**src/rtl/fpu_issue.sv**
```systemverilog
// ---------------------------------------------------------------------------------------------
// fpu_issue: initiator side of the FPU instruction interface.
//
// Buffers FP instructions from the core in a small FIFO and drives the FPU's single
// instruction port with one instruction or bubble per cycle. The FIFO head is held while any
// of its source registers matches the destination of an instruction still inside the FPU
// pipeline. Results are captured from fpu_out_i at the fixed FPU latency and returned to the
// core tagged with their destination register.
//
// Ports:
//   clk_i          clock
//   rst_ni         synchronous active-low reset
//   in_valid_i     core presents an instruction
//   in_ready_o     FIFO can accept (never while full)
//   in_insn_i      RISC-V FP instruction
//   fpu_insn_o     registered instruction (or bubble) to the FPU
//   fpu_out_i      FPU writeback data, FPU_LAT cycles after the instruction
//   res_valid_o    result beat, no backpressure
//   res_data_o     result value
//   res_rd_o       destination register of the result
//   res_illegal_o  result belongs to an unsupported opcode
//   busy_o         registered: FIFO non-empty or any instruction in flight
//   stall_cnt_o    saturating count of hazard-stall cycles
// ---------------------------------------------------------------------------------------------

module fpu_issue #(
    parameter int unsigned DEPTH       = 4,
    parameter int unsigned FPU_LAT     = 5,
    parameter logic [31:0] BUBBLE_INSN = 32'h0000_0053
) (
    input  logic        clk_i,
    input  logic        rst_ni,
    input  logic        in_valid_i,
    output logic        in_ready_o,
    input  logic [31:0] in_insn_i,
    output logic [31:0] fpu_insn_o,
    input  logic [31:0] fpu_out_i,
    output logic        res_valid_o,
    output logic [31:0] res_data_o,
    output logic [4:0]  res_rd_o,
    output logic        res_illegal_o,
    output logic        busy_o,
    output logic [15:0] stall_cnt_o
);

    localparam int unsigned PtrW = $clog2(DEPTH);
    localparam int unsigned CntW = PtrW + 1;

    typedef enum logic [1:0] {
        StIdle,
        StIssue,
        StStall
    } state_e;

    state_e state_q, state_d;

    // Input FIFO
    logic [31:0]     mem_q [DEPTH];
    logic [PtrW-1:0] wr_ptr_q, rd_ptr_q;
    logic [CntW-1:0] count_q, count_d;
    logic            fifo_full, fifo_empty;
    logic            push, pop;

    // Set on the first clock edge that samples rst_ni high; keeps in_ready_o low until then.
    logic init_q;

    // Scoreboard, age 0 is the entry currently on fpu_insn_o
    logic [FPU_LAT:0]      sb_valid_q;
    logic [FPU_LAT:0][4:0] sb_rd_q;
    logic [FPU_LAT:0]      sb_ill_q;

    logic [31:0] fpu_insn_q, fpu_insn_d;
    logic        res_valid_q;
    logic [31:0] res_data_q;
    logic [4:0]  res_rd_q;
    logic        res_illegal_q;
    logic        busy_q;
    logic [15:0] stall_cnt_q;

    // Head decode
    logic [31:0] head;
    logic [4:0]  head_opc;
    logic [4:0]  head_rd, head_rs1, head_rs2, head_rs3;
    logic        head_r4, head_opfp, head_illegal;
    logic        use_rs12;

    logic [FPU_LAT-1:0] haz_vec;
    logic               hazard;
    logic               issue;
    logic               stall_inc;
    logic               more_after_pop;

    // -----------------------------------------------------------------------------------------
    // FIFO status and handshake
    // -----------------------------------------------------------------------------------------
    assign fifo_full  = (count_q == CntW'(DEPTH));
    assign fifo_empty = (count_q == '0);
    assign in_ready_o = rst_ni && init_q && !fifo_full;
    assign push       = in_valid_i && in_ready_o;
    assign pop        = issue;

    assign count_d = count_q + CntW'(push) - CntW'(pop);

    // -----------------------------------------------------------------------------------------
    // Head decode: bits [6:2] select R4 (100xx) or OP-FP (101xx); anything else is illegal
    // and carries no sources.
    // -----------------------------------------------------------------------------------------
    assign head         = mem_q[rd_ptr_q];
    assign head_opc     = head[6:2];
    assign head_rd      = head[11:7];
    assign head_rs1     = head[19:15];
    assign head_rs2     = head[24:20];
    assign head_rs3     = head[31:27];
    assign head_r4      = (head_opc[4:2] == 3'b100);
    assign head_opfp    = (head_opc[4:2] == 3'b101);
    assign head_illegal = !(head_r4 || head_opfp);
    assign use_rs12     = head_r4 || head_opfp;

    // An entry with rd = 0 never matches, which also keeps source x0/f0 from hazarding.
    // The oldest entry (age FPU_LAT) is excluded: its data is on fpu_out_i this cycle.
    for (genvar g = 0; g < FPU_LAT; g++) begin : g_haz
        assign haz_vec[g] = sb_valid_q[g] && (sb_rd_q[g] != 5'd0) &&
                            ((use_rs12 && ((head_rs1 == sb_rd_q[g]) ||
                                           (head_rs2 == sb_rd_q[g]))) ||
                             (head_r4 && (head_rs3 == sb_rd_q[g])));
    end

    assign hazard = |haz_vec;

    // Whether the FIFO still holds something after popping the head this cycle.
    assign more_after_pop = (count_q > CntW'(1)) || push;

    // -----------------------------------------------------------------------------------------
    // Issue FSM
    // -----------------------------------------------------------------------------------------
    always_comb begin
        state_d   = state_q;
        issue     = 1'b0;
        stall_inc = 1'b0;

        unique case (state_q)
            StIdle: begin
                if (push || !fifo_empty) begin
                    state_d = StIssue;
                end
            end
            StIssue: begin
                if (fifo_empty) begin
                    state_d = push ? StIssue : StIdle;
                end else if (hazard) begin
                    // The detection cycle already holds the head, so it counts as a stall.
                    state_d   = StStall;
                    stall_inc = 1'b1;
                end else begin
                    issue   = 1'b1;
                    state_d = more_after_pop ? StIssue : StIdle;
                end
            end
            StStall: begin
                if (fifo_empty) begin
                    state_d = push ? StIssue : StIdle;
                end else if (hazard) begin
                    stall_inc = 1'b1;
                end else begin
                    // Hazard has cleared: the head goes out this very cycle.
                    issue   = 1'b1;
                    state_d = more_after_pop ? StIssue : StIdle;
                end
            end
            default: state_d = StIdle;
        endcase
    end

    assign fpu_insn_d = issue ? head : BUBBLE_INSN;

    // -----------------------------------------------------------------------------------------
    // State registers
    // -----------------------------------------------------------------------------------------
    always_ff @(posedge clk_i) begin
        if (!rst_ni) begin
            state_q       <= StIdle;
            wr_ptr_q      <= '0;
            rd_ptr_q      <= '0;
            count_q       <= '0;
            init_q        <= 1'b0;
            fpu_insn_q    <= BUBBLE_INSN;
            sb_valid_q    <= '0;
            sb_rd_q       <= '0;
            sb_ill_q      <= '0;
            res_valid_q   <= 1'b0;
            res_data_q    <= '0;
            res_rd_q      <= '0;
            res_illegal_q <= 1'b0;
            busy_q        <= 1'b0;
            stall_cnt_q   <= '0;
        end else begin
            state_q    <= state_d;
            count_q    <= count_d;
            init_q     <= 1'b1;
            fpu_insn_q <= fpu_insn_d;

            if (push) begin
                wr_ptr_q <= wr_ptr_q + PtrW'(1);
            end
            if (pop) begin
                rd_ptr_q <= rd_ptr_q + PtrW'(1);
            end

            // Bubbles enter the scoreboard as invalid entries.
            sb_valid_q <= {sb_valid_q[FPU_LAT-1:0], issue};
            sb_rd_q    <= {sb_rd_q[FPU_LAT-1:0], head_rd};
            sb_ill_q   <= {sb_ill_q[FPU_LAT-1:0], head_illegal};

            res_valid_q <= sb_valid_q[FPU_LAT];
            if (sb_valid_q[FPU_LAT]) begin
                res_data_q    <= fpu_out_i;
                res_rd_q      <= sb_rd_q[FPU_LAT];
                res_illegal_q <= sb_ill_q[FPU_LAT];
            end

            busy_q <= !fifo_empty || (|sb_valid_q);

            if (stall_inc && (stall_cnt_q != 16'hFFFF)) begin
                stall_cnt_q <= stall_cnt_q + 16'd1;
            end
        end
    end

    // FIFO storage needs no reset; the pointers define what is valid.
    always_ff @(posedge clk_i) begin
        if (push) begin
            mem_q[wr_ptr_q] <= in_insn_i;
        end
    end

    assign fpu_insn_o    = fpu_insn_q;
    assign res_valid_o   = res_valid_q;
    assign res_data_o    = res_data_q;
    assign res_rd_o      = res_rd_q;
    assign res_illegal_o = res_illegal_q;
    assign busy_o        = busy_q;
    assign stall_cnt_o   = stall_cnt_q;

endmodule

```
**config.mk**
```make
export PLATFORM = sky130hd
export DESIGN_NAME = fpu_issue
export DESIGN_NICKNAME = d
export VERILOG_FILES = /design/src/rtl/fpu_issue.sv
export SDC_FILE = /design/constraint.sdc
export NUM_CORES = 1
export LEC_CHECK = 0
export ABC_AREA = 1
export BUFFER_PORTS_ARGS = -buffer_cell sky130_fd_sc_hd__buf_2
export CAP_MARGIN = 0
export CELL_PAD_IN_SITES_DETAIL_PLACEMENT = 1
export CELL_PAD_IN_SITES_GLOBAL_PLACEMENT = 1
export CORE_MARGIN = 2
export CORE_UTILIZATION = 47
export DETAILED_ROUTE_END_ITERATION = 16
export PLACE_DENSITY = 0.87
export SYNTH_ARGS = -nofsm -noshare
export SYNTH_HDL_FRONTEND = slang
export SYNTH_SLANG_ARGS = --single-unit
```
**constraint.sdc**
```tcl
create_clock -name clk_i -period 6.7 [get_ports clk_i]
set_input_delay 0.335 -clock clk_i [delete_from_list [all_inputs] [get_ports clk_i]]
set_output_delay 0.335 -clock clk_i [all_outputs]
set_load 0.01 [all_outputs]
```
==> metrics.csv, run 1 <==
stage,metric,value,unit
floorplanning,die area,25500,µm²
worst_setup_path,sum of buffers and inverters on the critical path,3,
logic_synthesis,Synth top area share,33.7,%
cells_and_area,layout cells sized above 1,20.0,%
worst_setup_path,CP Data Required Time,7.12,ns
floorplanning,Die X,160,µm
detailed_routing,first-iteration detailed-routing DRC count,589,
grt,vias in the first global route,9520,
logic_synthesis,"EDFF count, synth",128,
logic_synthesis,most frequent cell after synthesis,nand2_1,
cts,H-tree levels,1,
logic_synthesis,synth top area cells,"edfxtp_1 (34%), dfxtp_1 (25%), nand2_1 (9.1%), nor2_1 (5.0%), inv_1 (3.7%)",
logic_synthesis,net count after synthesis,1290,
floorplanning,Starting Density,48.2,%
logic_synthesis,post-synthesis compound-gate area fraction,6.00,%
detailed_routing,DR pass1 iterations,7,
grt,gr usage total,24.3,%
detailed_routing,remaining antenna violation count,0,
logic_synthesis,synth warn,0,
worst_setup_path,"Max FO, Critical Path",65,
placed_design,Post-DP HPWL,20.7,mm
cts,CTS Buffer Depth,3,
detailed_routing,DRC,0,
logic_synthesis,Post-synth ARST share,0,%
logic_synthesis,top post-synthesis cells by count,"nand2_1 (275), nor2_1 (153), dfxtp_1 (142)",
timing,Max Clk Rate,228,MHz
cts,CTS tree,built,
timing,Fin. Hold Viols,0,
worst_setup_path,cell family with most CP delay,simple AND/OR/NAND/NOR gates,
placed_design,Port Buffers,155,
logic_synthesis,post-synth cell types,40,
placed_design,Placer Congestion,0.949,
detailed_routing,Routed Wire Length,31.0,mm
worst_setup_path,"most used cell, CP",nand2_1,
floorplanning,row count,56,
timing,Tmin final,4.39,ns
timing,Tcrit/Tclk final,65.5,%
logic_synthesis,Seq cells post-synth,270,
logic_synthesis,ys flop type,dfxtp_1,
cts,post-CTS setup buffer count,0,
detailed_routing,Wirelength per Cell,18.0,µm
worst_setup_path,r2r setup slk,2.31,ns
logic_synthesis,Post-Synth Simple-Gate Area,24.4,%
floorplanning,total core area,23600,µm²
logic_synthesis,post-synthesis average cell area,9.41,µm²
power,Overall Power,4.14,mW
timing,unrepaired setup endpoints after global routing,false,
worst_setup_path,Worst Setup Start Kind,register,
worst_setup_path,Setup CP Type,register to register,
logic_synthesis,Adder-Cell Fraction of Synth Area,1.38,%
cts,clock latency on the worst-skew pair,0.55,ns
power,Leak Pwr,5.95,nW
detailed_routing,met2 wire len,15.4,mm
floorplanning,Die Ht,160,µm
grt,largest net degree at the start of global routing,74,
timing,endpoints failing setup,0,
grt,antenna violations before repair,1,
logic_synthesis,Post-Syn Area,11400,µm²
min_path,worst hold path type,input pin to register,
cts,cts bufs inserted,28,
logic_synthesis,Mapped Cells,1211,
timing,Relative slew margins,23.1,%
status,status,completed,
detailed_routing,DR WL met3,1.76,mm
power,Max IR drop VDD,246,µV
grt,grt ovf,0,
detailed_routing,uppermost layer routed,met4,
cts,"Reg clk slew, reported paths",0.06,ns
worst_setup_path,CP Cell Sequence,buf_4 -> inv_2 -> nand2_1 -> nand3_2 -> nand2_2 -> nand2_1 -> nand2_1 -> nand2_1 -> nor2_1 -> nand2_1 -> nand2_1 -> nand2_1 -> nand2_1 -> nand2_1 -> nand2_2 -> nor2_4 -> nand4_4 -> inv_1 -> nand2_1 -> nand2_1 -> ha_1 -> fa_1 -> xor2_1 -> nor2_1,
worst_setup_path,crit end category,register,
logic_synthesis,largest family of logic cells by synthesized area,simple AND/OR/NAND/NOR gates,
cells_and_area,fill cell count,2712,
timing,Slew Limit Fails,0,
timing,setup TNS,0,ns
floorplanning,I/O pins,156,
worst_setup_path,CP max stage delay,0.61,ns
detailed_routing,M1 WL,13.2,mm
job,max capacitance violation total,0,
cts,Clock Root Buffer,clkbuf_16,
worst_setup_path,"slowest stage cell, crit path",inv_2,
timing,Worst Clk Skew,0.0110,ns
logic_synthesis,xor/xnor cell area share of the yosys netlist,3.15,%
timing,Least-Margin Pin Slew,1.15,ns
detailed_routing,via count,8998,
logic_synthesis,mux contribution to synthesized area,0,%
cts,clock sink total,270,
cells_and_area,Area growth syn-to-layout,18.5,%
grt,global-route wire length before repair,50.1,mm
detailed_routing,via/cell ratio,5.21,
logic_synthesis,post-synth top area cell,edfxtp_1,
logic_synthesis,register area share after synthesis,58.7,%
cells_and_area,NumNets Final,1464,
power,Cell Pwr Density,307,nW/µm²
worst_setup_path,WP data arrival,4.81,ns
## per-stage QoR
stage	hold slack [ns]	instances	setup WS [ns]	utilization, %	area (µm²)
floorplan	0.363	1211	3.59	-	11400
finish	0.0138	1726	2.31	57.1	13500
CTS	0.000423	1725	2.36	57.1	13500
global placement	0.392	1647	2.59	52.3	12400
global route	0.00287	1726	1.85	57.1	13500
detailed placement	0.401	1647	2.44	52.3	12400
## where the power goes
part	switching [mW]	internal, mW
Clock	0.636	0.826
Sequential	0.0429	1.80
Combinational	0.587	0.248
Total	1.27	2.87
## flip-flops by register name, indices dropped and copies added, names as in the netlist, named ones only
signal / count
busy_o: 1
count_q: 3
fpu_insn_o: 32
init_q: 1
mem_q: 128
rd_ptr_q: 2
res_data_o: 32
res_illegal_o: 1
res_rd_o: 5
res_valid_o: 1
sb_ill_q: 6
sb_rd_q: 30
sb_valid_q: 6
stall_cnt_o: 16
state_q: 2
wr_ptr_q: 2
## worst reg2reg max path: cells and delay by family, from the launching register on
family                   cells  cell delay, ns
buffers and inverters        3            1.25
AND/OR/NAND/NOR             18            1.94
adder cells (fa/ha/maj)      2            0.57
flip-flops                   1            0.31
XOR/XNOR                     1            0.18
## cell usage in the layout, fill, tap and decap left out, drive strengths merged
cell           n
a31oi          1
nor2         176
o211ai         1
ha            11
edfxtp       128
a21boi         2
buf          163
dlygate4sd3   27
nand3         87
inv          119
nor3          19
nand4         20
fa             1
nand2        292
clkinv        13
diode          1
o22ai          7
dfxtp        142
clkinvlp       2
bufinv         1
a21oi         44
nor4           2
clkbuf        35
o221ai         2
xnor2          2
xor2          39
o21ai         70
## metal layers
| metal | global-route usage (%) | vias up |
|---|---|---|
| met3 | 3.69 | 54 |
| met2 | 43.3 | 283 |
| li1 | - | 4298 |
| met4 | 6.61 | 0 |
| met5 | 0 | - |
| met1 | 30.7 | 4363 |
## cell type report
| type | count | area, µm² | share of cell area, % |
|---|---|---|---|
| diodes | 1 | 2.50 | 0.0185 |
| clock buffers | 35 | 747 | 5.54 |
| clock inverters | 16 | 115 | 0.853 |
| inverters | 119 | 452 | 3.35 |
| multi-input cells | 776 | 3990 | 29.5 |
| flip-flops and latches | 270 | 6690 | 49.6 |
| well taps | 319 | 399 | 2.96 |
| repair buffers | 190 | 1110 | 8.20 |
## what timing repair did
item	4_1_cts	5_1_grt
resized for setup	0	0
endpoints found under the hold margin	81	0
hold buffers	27	0
## final timing paths
path,cells after the start,to,from
hold reg to reg,2,sb_ill_q[5],sb_ill_q[4]
setup reg to reg,24,count_q[2],register
hold / removal,1,mem_q[1][31],in_insn_i[31]
setup / recovery,24,count_q[2],register
## kinds of logic after synthesis
family | count (synthesis)
buf+inv | 165
compound gates | 127
fa+ha+maj | 12
flops | 270
simple gates | 596
xor+xnor | 41
No activity file was read; power rests on OpenSTA's default activity.
==> inputs of run 2 (changes only) <==
- ABC_AREA: 1 -> 0
- CORE_UTILIZATION: 47 -> 46
- PLACE_DENSITY: 0.87 -> 0.82
- clock period: 6.7 -> 4.3 ns (I/O delays scaled with it)
==> run 2 against run 1 <==
Effect of this change: largest power group unchanged; final area shrank 2.9%; flip-flop and latch count did not move; final cell count down 24%; clock power grew 56%; sequential share of layout area grew 1.5 points; setup slack worse by 1.9 ns; critical path depth decreased by 11; core utilization up 0.71 points; count of clock-buffer cells in the layout increased by 1; maximum frequency increased by 14%.
==> metrics.csv, run 2 <==
stage,metric,value,unit,change
timing,final worst slack,0.450,ns,-1.86 ns
logic_synthesis,Adder-Cell Fraction of Synth Area,1.49,%,+0.10 points
placed_design,Post-DP HPWL,16.2,mm,-21%
logic_synthesis,net count after synthesis,861,,-33%
placed_design,Port Buffers,155,,unchanged
timing,Least-Margin Pin Slew,0.803,ns,-0.350 ns
grt,grt ovf,0,,unchanged
cells_and_area,"commonest non-fill, non-tap cells in the layout","buf_2 (155), dfxtp_1 (140), edfxtp_1 (128)",,
detailed_routing,DR pass1 iterations,4,,-3
logic_synthesis,post-synthesis compound-gate area fraction,2.64,%,-3.4 points
logic_synthesis,synth top area cells,"edfxtp_1 (36%), dfxtp_1 (27%), mux4_2 (6.8%), mux2i_1 (3.9%), xnor2_1 (3.6%)",,
worst_setup_path,"most used cell, CP",xor2_1,,
floorplanning,Die X,156,µm,-2.4%
power,Overall Power,6.21,mW,+50%
worst_setup_path,"slowest stage cell, crit path",mux4_2,,
logic_synthesis,Post-Synth Simple-Gate Area,12.0,%,-12 points
logic_synthesis,top post-synthesis cells by count,"dfxtp_1 (142), edfxtp_1 (128), nor2_1 (69)",,
floorplanning,Starting Density,46.8,%,-1.4 points
worst_setup_path,crit end category,register,,
cells_and_area,multi-input combinational cell area,3570,µm²,-11%
logic_synthesis,largest family of logic cells by synthesized area,simple AND/OR/NAND/NOR gates,,
detailed_routing,via count,6795,,-24%
logic_synthesis,synth warn,0,,unchanged
worst_setup_path,Setup CP Type,register to register,,
cts,CTS tree,built,,
detailed_routing,remaining antenna violation count,0,,unchanged
worst_setup_path,WP data arrival,4.23,ns,-0.58 ns
timing,Tmin final,3.85,ns,-0.541 ns
logic_synthesis,Synth top area share,36.3,%,+2.5 points
worst_setup_path,"Max FO, Critical Path",32,,-51%
logic_synthesis,ys flop type,dfxtp_1,,
cts,H-tree levels,1,,unchanged
logic_synthesis,Post-synth ARST share,0,%,unchanged
timing,Max Clk Rate,260,MHz,+14%
logic_synthesis,post-synth cell types,48,,+20%
grt,vias in the first global route,7518,,-21%
cells_and_area,"commonest non-fill, non-tap cell in the layout",buf_2,,
detailed_routing,Wirelength per Cell,19.6,µm,+8.9%
grt,gr usage total,21.2,%,-3.0 points
worst_setup_path,CP Cell Sequence,buf_12 -> mux4_2 -> xor2_1 -> nor4_1 -> and3_1 -> nor4_2 -> nand3_1 -> or3_1 -> xor2_1 -> ha_1 -> fa_1 -> xor2_1 -> nor2_1,,
worst_setup_path,Worst Setup Start Kind,register,,
detailed_routing,first-iteration detailed-routing DRC count,321,,-46%
cts,post-CTS setup buffer count,0,,unchanged
power,Leak Pwr,5.03,nW,-15%
logic_synthesis,Seq cells post-synth,270,,unchanged
timing,Relative slew margins,46.4,%,+23 points
logic_synthesis,Mapped Cells,782,,-35%
floorplanning,die area,24300,µm²,-4.8%
cells_and_area,layout cells sized above 1,25.0,%,+5.0 points
timing,Slew Limit Fails,0,,unchanged
floorplanning,I/O pins,156,,unchanged
cells_and_area,Register Area,6690,µm²,about the same
power,Max IR drop VDD,517,µV,+110%
cells_and_area,NumNets Final,1078,,-26%
timing,endpoints failing setup,0,,unchanged
cells_and_area,fill cell count,2274,,-16%
floorplanning,row count,55,,-1.8%
grt,largest net degree at the start of global routing,54,,-27%
floorplanning,Die Ht,156,µm,-2.4%
timing,Fin. Hold Viols,0,,unchanged
floorplanning,total core area,22600,µm²,-4.1%
cts,clock sink total,270,,unchanged
detailed_routing,DRC,0,,unchanged
grt,global-route wire length before repair,40.5,mm,-19%
cells_and_area,Antenna diodes,0,,-1
logic_synthesis,"EDFF count, synth",128,,unchanged
worst_setup_path,cell family with most CP delay,simple AND/OR/NAND/NOR gates,,
cells_and_area,Final Instance Area,13100,µm²,-2.9%
logic_synthesis,mux contribution to synthesized area,10.7,%,+11 points
cells_and_area,largest reg by FF count,mem_q,,
cts,Clock Root Buffer,clkbuf_16,,
min_path,worst hold path type,input pin to register,,
logic_synthesis,xor/xnor cell area share of the yosys netlist,6.86,%,+3.7 points
cts,cts bufs inserted,28,,unchanged
timing,Tcrit/Tclk final,89.5,%,+24 points
worst_setup_path,CP max stage delay,0.67,ns,+0.06 ns
cts,"Reg clk slew, reported paths",0.06,ns,about the same
detailed_routing,Routed Wire Length,25.5,mm,-18%
logic_synthesis,most frequent cell after synthesis,dfxtp_1,,
grt,antenna violations before repair,0,,-1
detailed_routing,via/cell ratio,5.20,,-0.20%
timing,setup TNS,0,ns,unchanged
timing,Worst Clk Skew,0.00822,ns,-0.00281 ns
timing,unrepaired setup endpoints after global routing,false,,
placed_design,DP Area,11600,µm²,-6.3%
logic_synthesis,post-synthesis average cell area,13.6,µm²,+44%
logic_synthesis,Post-Syn Area,10600,µm²,-7.0%
power,Cell Pwr Density,474,nW/µm²,+55%
job,max capacitance violation total,0,,unchanged
status,status,completed,,
logic_synthesis,post-synth top area cell,edfxtp_1,,
placed_design,pre-CTS setup slack,0.451,ns,-1.98 ns
logic_synthesis,register area share after synthesis,63.1,%,+4.4 points
cts,CTS Buffer Depth,3,,unchanged
placed_design,Placer Congestion,0.885,,-6.7%
worst_setup_path,CP Data Required Time,4.68,ns,-2.44 ns
cells_and_area,Largest register FFs,128,,unchanged
cells_and_area,Area growth syn-to-layout,23.6,%,
cts,clock latency on the worst-skew pair,0.53,ns,-0.02 ns
worst_setup_path,sum of buffers and inverters on the critical path,1,,-2
==> run 2: final timing paths <==
kind                      end  cells after the start  slack, ns        start
setup / recovery   count_q[2]                     13       0.45     register
hold / removal         init_q                      2       0.20       rst_ni
setup reg to reg   count_q[2]                     13       0.45     register
hold reg to reg   sb_ill_q[4]                      1       0.44  sb_ill_q[3]
==> run 2: layout make-up <==
cell class	instances	share of cell area, %
clock inverter	16	0.774
sequential	270	51.1
multi-input combinational	446	27.2
tap	285	2.72
timing repair buffer	231	11.7
clock buffer	36	5.89
inverter	22	0.630
==> run 2: repair_timing <==
item | CTS | global route
resized for setup | 0 | 0
hold buffers | 64 | 0
setup endpoints to repair | 0 | 0
hold endpoints to repair | 160 | 0
==> run 2: metrics by stage <==
step	hold slack, ns	instances	util (%)
2_1_floorplan	0.243	782	-
3_3_place_gp	0.414	1190	51.2
3_5_place_dp	0.427	1190	51.2
4_1_cts	0.198	1306	57.9
5_1_grt	0.220	1306	57.9
6_report	0.196	1306	57.9
==> run 2: power breakdown <==
part	switching [mW]	internal [mW]
registers	0.0880	2.80
logic	0.545	0.497
clock network	0.960	1.32
total	1.59	4.62
==> run 2: kinds of logic (layout without fill, tap and decap cells) <==
family / count (synthesis) / in the layout
AO/OA/AOI/OAI: 45 / 45
XOR/XNOR: 83 / 83
multiplexers: 73 / 73
AND/OR/NAND/NOR: 233 / 233
adder cells (fa/ha/maj): 12 / 12
flip-flops: 270 / 270
buffers and inverters: 66 / 305
==> run 2: metal layers <==
layer	up-vias	share of wire, %	GRT usage, %
li1	3209	-	-
met2	169	51	38.3
met5	-	0	0
met3	37	4.6	3.47
met4	0	1.9	5.55
met1	3380	42	26.6
==> run 2: worst reg2reg max path, delay by kind of cell (launching register included) <==
kind,cells,cell delay [ns]
simple gates,6,1.29
buf+inv,1,0.25
mux,1,0.69
xor+xnor,3,0.55
flops,1,0.34
fa+ha+maj,2,0.59
==> inputs of run 3 (changes only) <==
- clock period: 4.3 -> 4 ns (I/O delays scaled with it)
==> run 3 against run 2 <==
Effect of this change: final cell count up 0.54%; largest cell class unchanged; via count up 1.3%; sequential share of layout area down 0.62 points; global-route usage up 0.32 points.
==> metrics.csv, run 3 (same netlist as run 2, synthesis figures left out) <==
stage,metric,value,unit,change
status,status,completed,,
worst_setup_path,CP Depth,13,,unchanged
timing,endpoints failing setup,0,,unchanged
worst_setup_path,CP max stage delay,0.64,ns,-0.03 ns
floorplanning,Die Ht,156,µm,unchanged
worst_setup_path,crit end category,register,,
worst_setup_path,CP Data Required Time,4.40,ns,-0.28 ns
worst_setup_path,WP data arrival,4.17,ns,-0.06 ns
cells_and_area,NumNets Final,1085,,+0.65%
cts,Clock Root Buffer,clkbuf_16,,
floorplanning,die area,24300,µm²,unchanged
detailed_routing,Wirelength per Cell,20.1,µm,+2.6%
timing,Least-Margin Pin Slew,0.744,ns,-0.0581 ns
min_path,worst hold path depth,2,,unchanged
detailed_routing,via/cell ratio,5.24,,+0.71%
cts,clock latency on the worst-skew pair,0.56,ns,+0.03 ns
worst_setup_path,sum of buffers and inverters on the critical path,1,,unchanged
detailed_routing,Routed Wire Length,26.3,mm,+3.1%
grt,largest net degree at the start of global routing,54,,unchanged
floorplanning,Starting Density,46.8,%,unchanged
detailed_routing,first-iteration detailed-routing DRC count,449,,+40%
timing,Max Clk Rate,265,MHz,+2.1%
power,Cell Pwr Density,523,nW/µm²,+10%
detailed_routing,via count,6880,,+1.3%
worst_setup_path,"most used cell, CP",xor2_1,,
cells_and_area,"commonest non-fill, non-tap cell in the layout",buf_2,,
worst_setup_path,"slowest stage cell, crit path",mux4_2,,
cells_and_area,Largest register FFs,128,,unchanged
cts,cts bufs inserted,28,,unchanged
worst_setup_path,cell family with most CP delay,simple AND/OR/NAND/NOR gates,,
timing,Tmin final,3.77,ns,-0.0787 ns
detailed_routing,DRC,0,,unchanged
cells_and_area,"commonest non-fill, non-tap cells in the layout","buf_2 (155), dfxtp_1 (140), edfxtp_1 (128)",,
cells_and_area,largest reg by FF count,mem_q,,
timing,setup TNS,0,ns,unchanged
grt,vias in the first global route,7375,,-1.9%
cells_and_area,fill cell count,2196,,-3.4%
placed_design,placed insts,1191,,+0.084%
grt,grt ovf,0,,unchanged
cts,"Reg clk slew, reported paths",0.06,ns,about the same
placed_design,Placer Congestion,0.882,,-0.32%
detailed_routing,DR pass1 iterations,4,,unchanged
cells_and_area,Final Non-Filler Cells,1313,,+0.54%
floorplanning,total core area,22600,µm²,unchanged
worst_setup_path,Worst Setup Start Kind,register,,
power,Leak Pwr,5.12,nW,+1.8%
cells_and_area,layout cells sized above 1,25.7,%,+0.71 points
timing,Relative slew margins,50.3,%,+3.9 points
timing,Tcrit/Tclk final,94.3,%,+4.7 points
floorplanning,I/O pins,156,,unchanged
timing,Fin. Hold Viols,0,,unchanged
grt,antenna violations before repair,0,,unchanged
worst_setup_path,CP Cell Sequence,buf_12 -> mux4_2 -> xor2_1 -> nor4_1 -> and3_1 -> nor4_2 -> nand3_2 -> or3_1 -> xor2_1 -> ha_1 -> fa_1 -> xor2_1 -> nor2_1,,
cts,CTS tree,built,,
floorplanning,row count,55,,unchanged
timing,Worst Clk Skew,0.0307,ns,+0.0225 ns
cts,CTS Buffer Depth,3,,unchanged
detailed_routing,remaining antenna violation count,0,,unchanged
timing,unrepaired setup endpoints after global routing,false,,
worst_setup_path,Setup CP Type,register to register,,
power,Max IR drop VDD,387,µV,-25%
timing,Slew Limit Fails,0,,unchanged
cts,clock sink total,270,,unchanged
cells_and_area,Antenna diodes,0,,unchanged
placed_design,Port Buffers,155,,unchanged
cts,H-tree levels,1,,unchanged
grt,global-route wire length before repair,40.6,mm,+0.32%
grt,gr usage total,21.6,%,+0.32 points
placed_design,Post-DP HPWL,16.6,mm,+2.4%
min_path,worst hold path type,input pin to register,,
worst_setup_path,r2r worst-path depth,13,,unchanged
cells_and_area,Area growth syn-to-layout,25.1,%,
floorplanning,Die X,156,µm,unchanged
worst_setup_path,"Max FO, Critical Path",14,,-56%
job,max capacitance violation total,0,,unchanged
run 3: cell count changes in the layout (fill, tap and decap cells not counted), sizes merged:
cell and delta:
bufinv +2, clkbuf +8, clkinv -7, buf +6, clkinvlp -2
run 3: layout make-up:
cell class / instances / area [µm²] / area share (%)
Sequential cell: 270 / 6690 / 50.4
Multi-Input combinational cell: 446 / 3580 / 27.0
Timing Repair Buffer: 238 / 1600 / 12.1
Clock buffer: 43 / 807 / 6.09
Tap cell: 285 / 357 / 2.69
Clock inverter: 9 / 144 / 1.09
Inverter: 22 / 82.6 / 0.623
run 3: worst reg2reg max path, delay by kind of cell (launching register included):
family | cells | cell delay [ns]
AND/OR/NAND/NOR | 6 | 1.25
adder cells (fa/ha/maj) | 2 | 0.59
XOR/XNOR | 3 | 0.53
flip-flops | 1 | 0.41
buffers and inverters | 1 | 0.20
multiplexers | 1 | 0.65
run 3: through the flow:
stage               setup slack [ns]  instance area, µm²  hold WS [ns]  utilization [%]  power (mW)
detailed placement             0.204               11600         0.416             51.2        4.26
global route                  0.0280               13300         0.187             58.6        7.22
finish                         0.229               13300         0.163             58.6        6.93
global placement               0.350               11600         0.415             51.2        4.22
CTS                            0.168               13200         0.168             58.2        6.94
floorplan                      0.416               10600         0.228                -        3.98
run 3: what timing repair did:
item | in CTS | in global routing
endpoints found under the hold margin | 160 | 0
resized for setup | 0 | 2
hold buffers | 64 | 0
setup buffers | 0 | 5
endpoints found under the setup margin | 0 | 2
run 3: final timing paths:
kind | startpoint | to | slack [ns]
max | register | count_q[2] | 0.23
min | rst_ni | init_q | 0.16
min reg2reg | sb_ill_q[2] | sb_ill_q[3] | 0.43
max reg2reg | register | count_q[2] | 0.23
run 3: layer usage:
| metal | global-route usage [%] | wire (µm) | part of all wire (%) | up-vias |
|---|---|---|---|---|
| met1 | 25.9 | 10800 | 41 | 3412 |
| met2 | 39.7 | 13700 | 52 | 197 |
| li1 | - | - | - | 3220 |
| met3 | 3.17 | 1160 | 4.4 | 51 |
| met5 | 0 | 0 | 0 | - |
| met4 | 7.12 | 704 | 2.7 | 0 |
run 3: where the power goes:
part           leakage, nW  switching, mW  internal, mW
combinational         2.35          0.616         0.574
clock                0.464           1.04          1.59
sequential            2.31         0.0980          3.01
total                 5.12           1.76          5.17
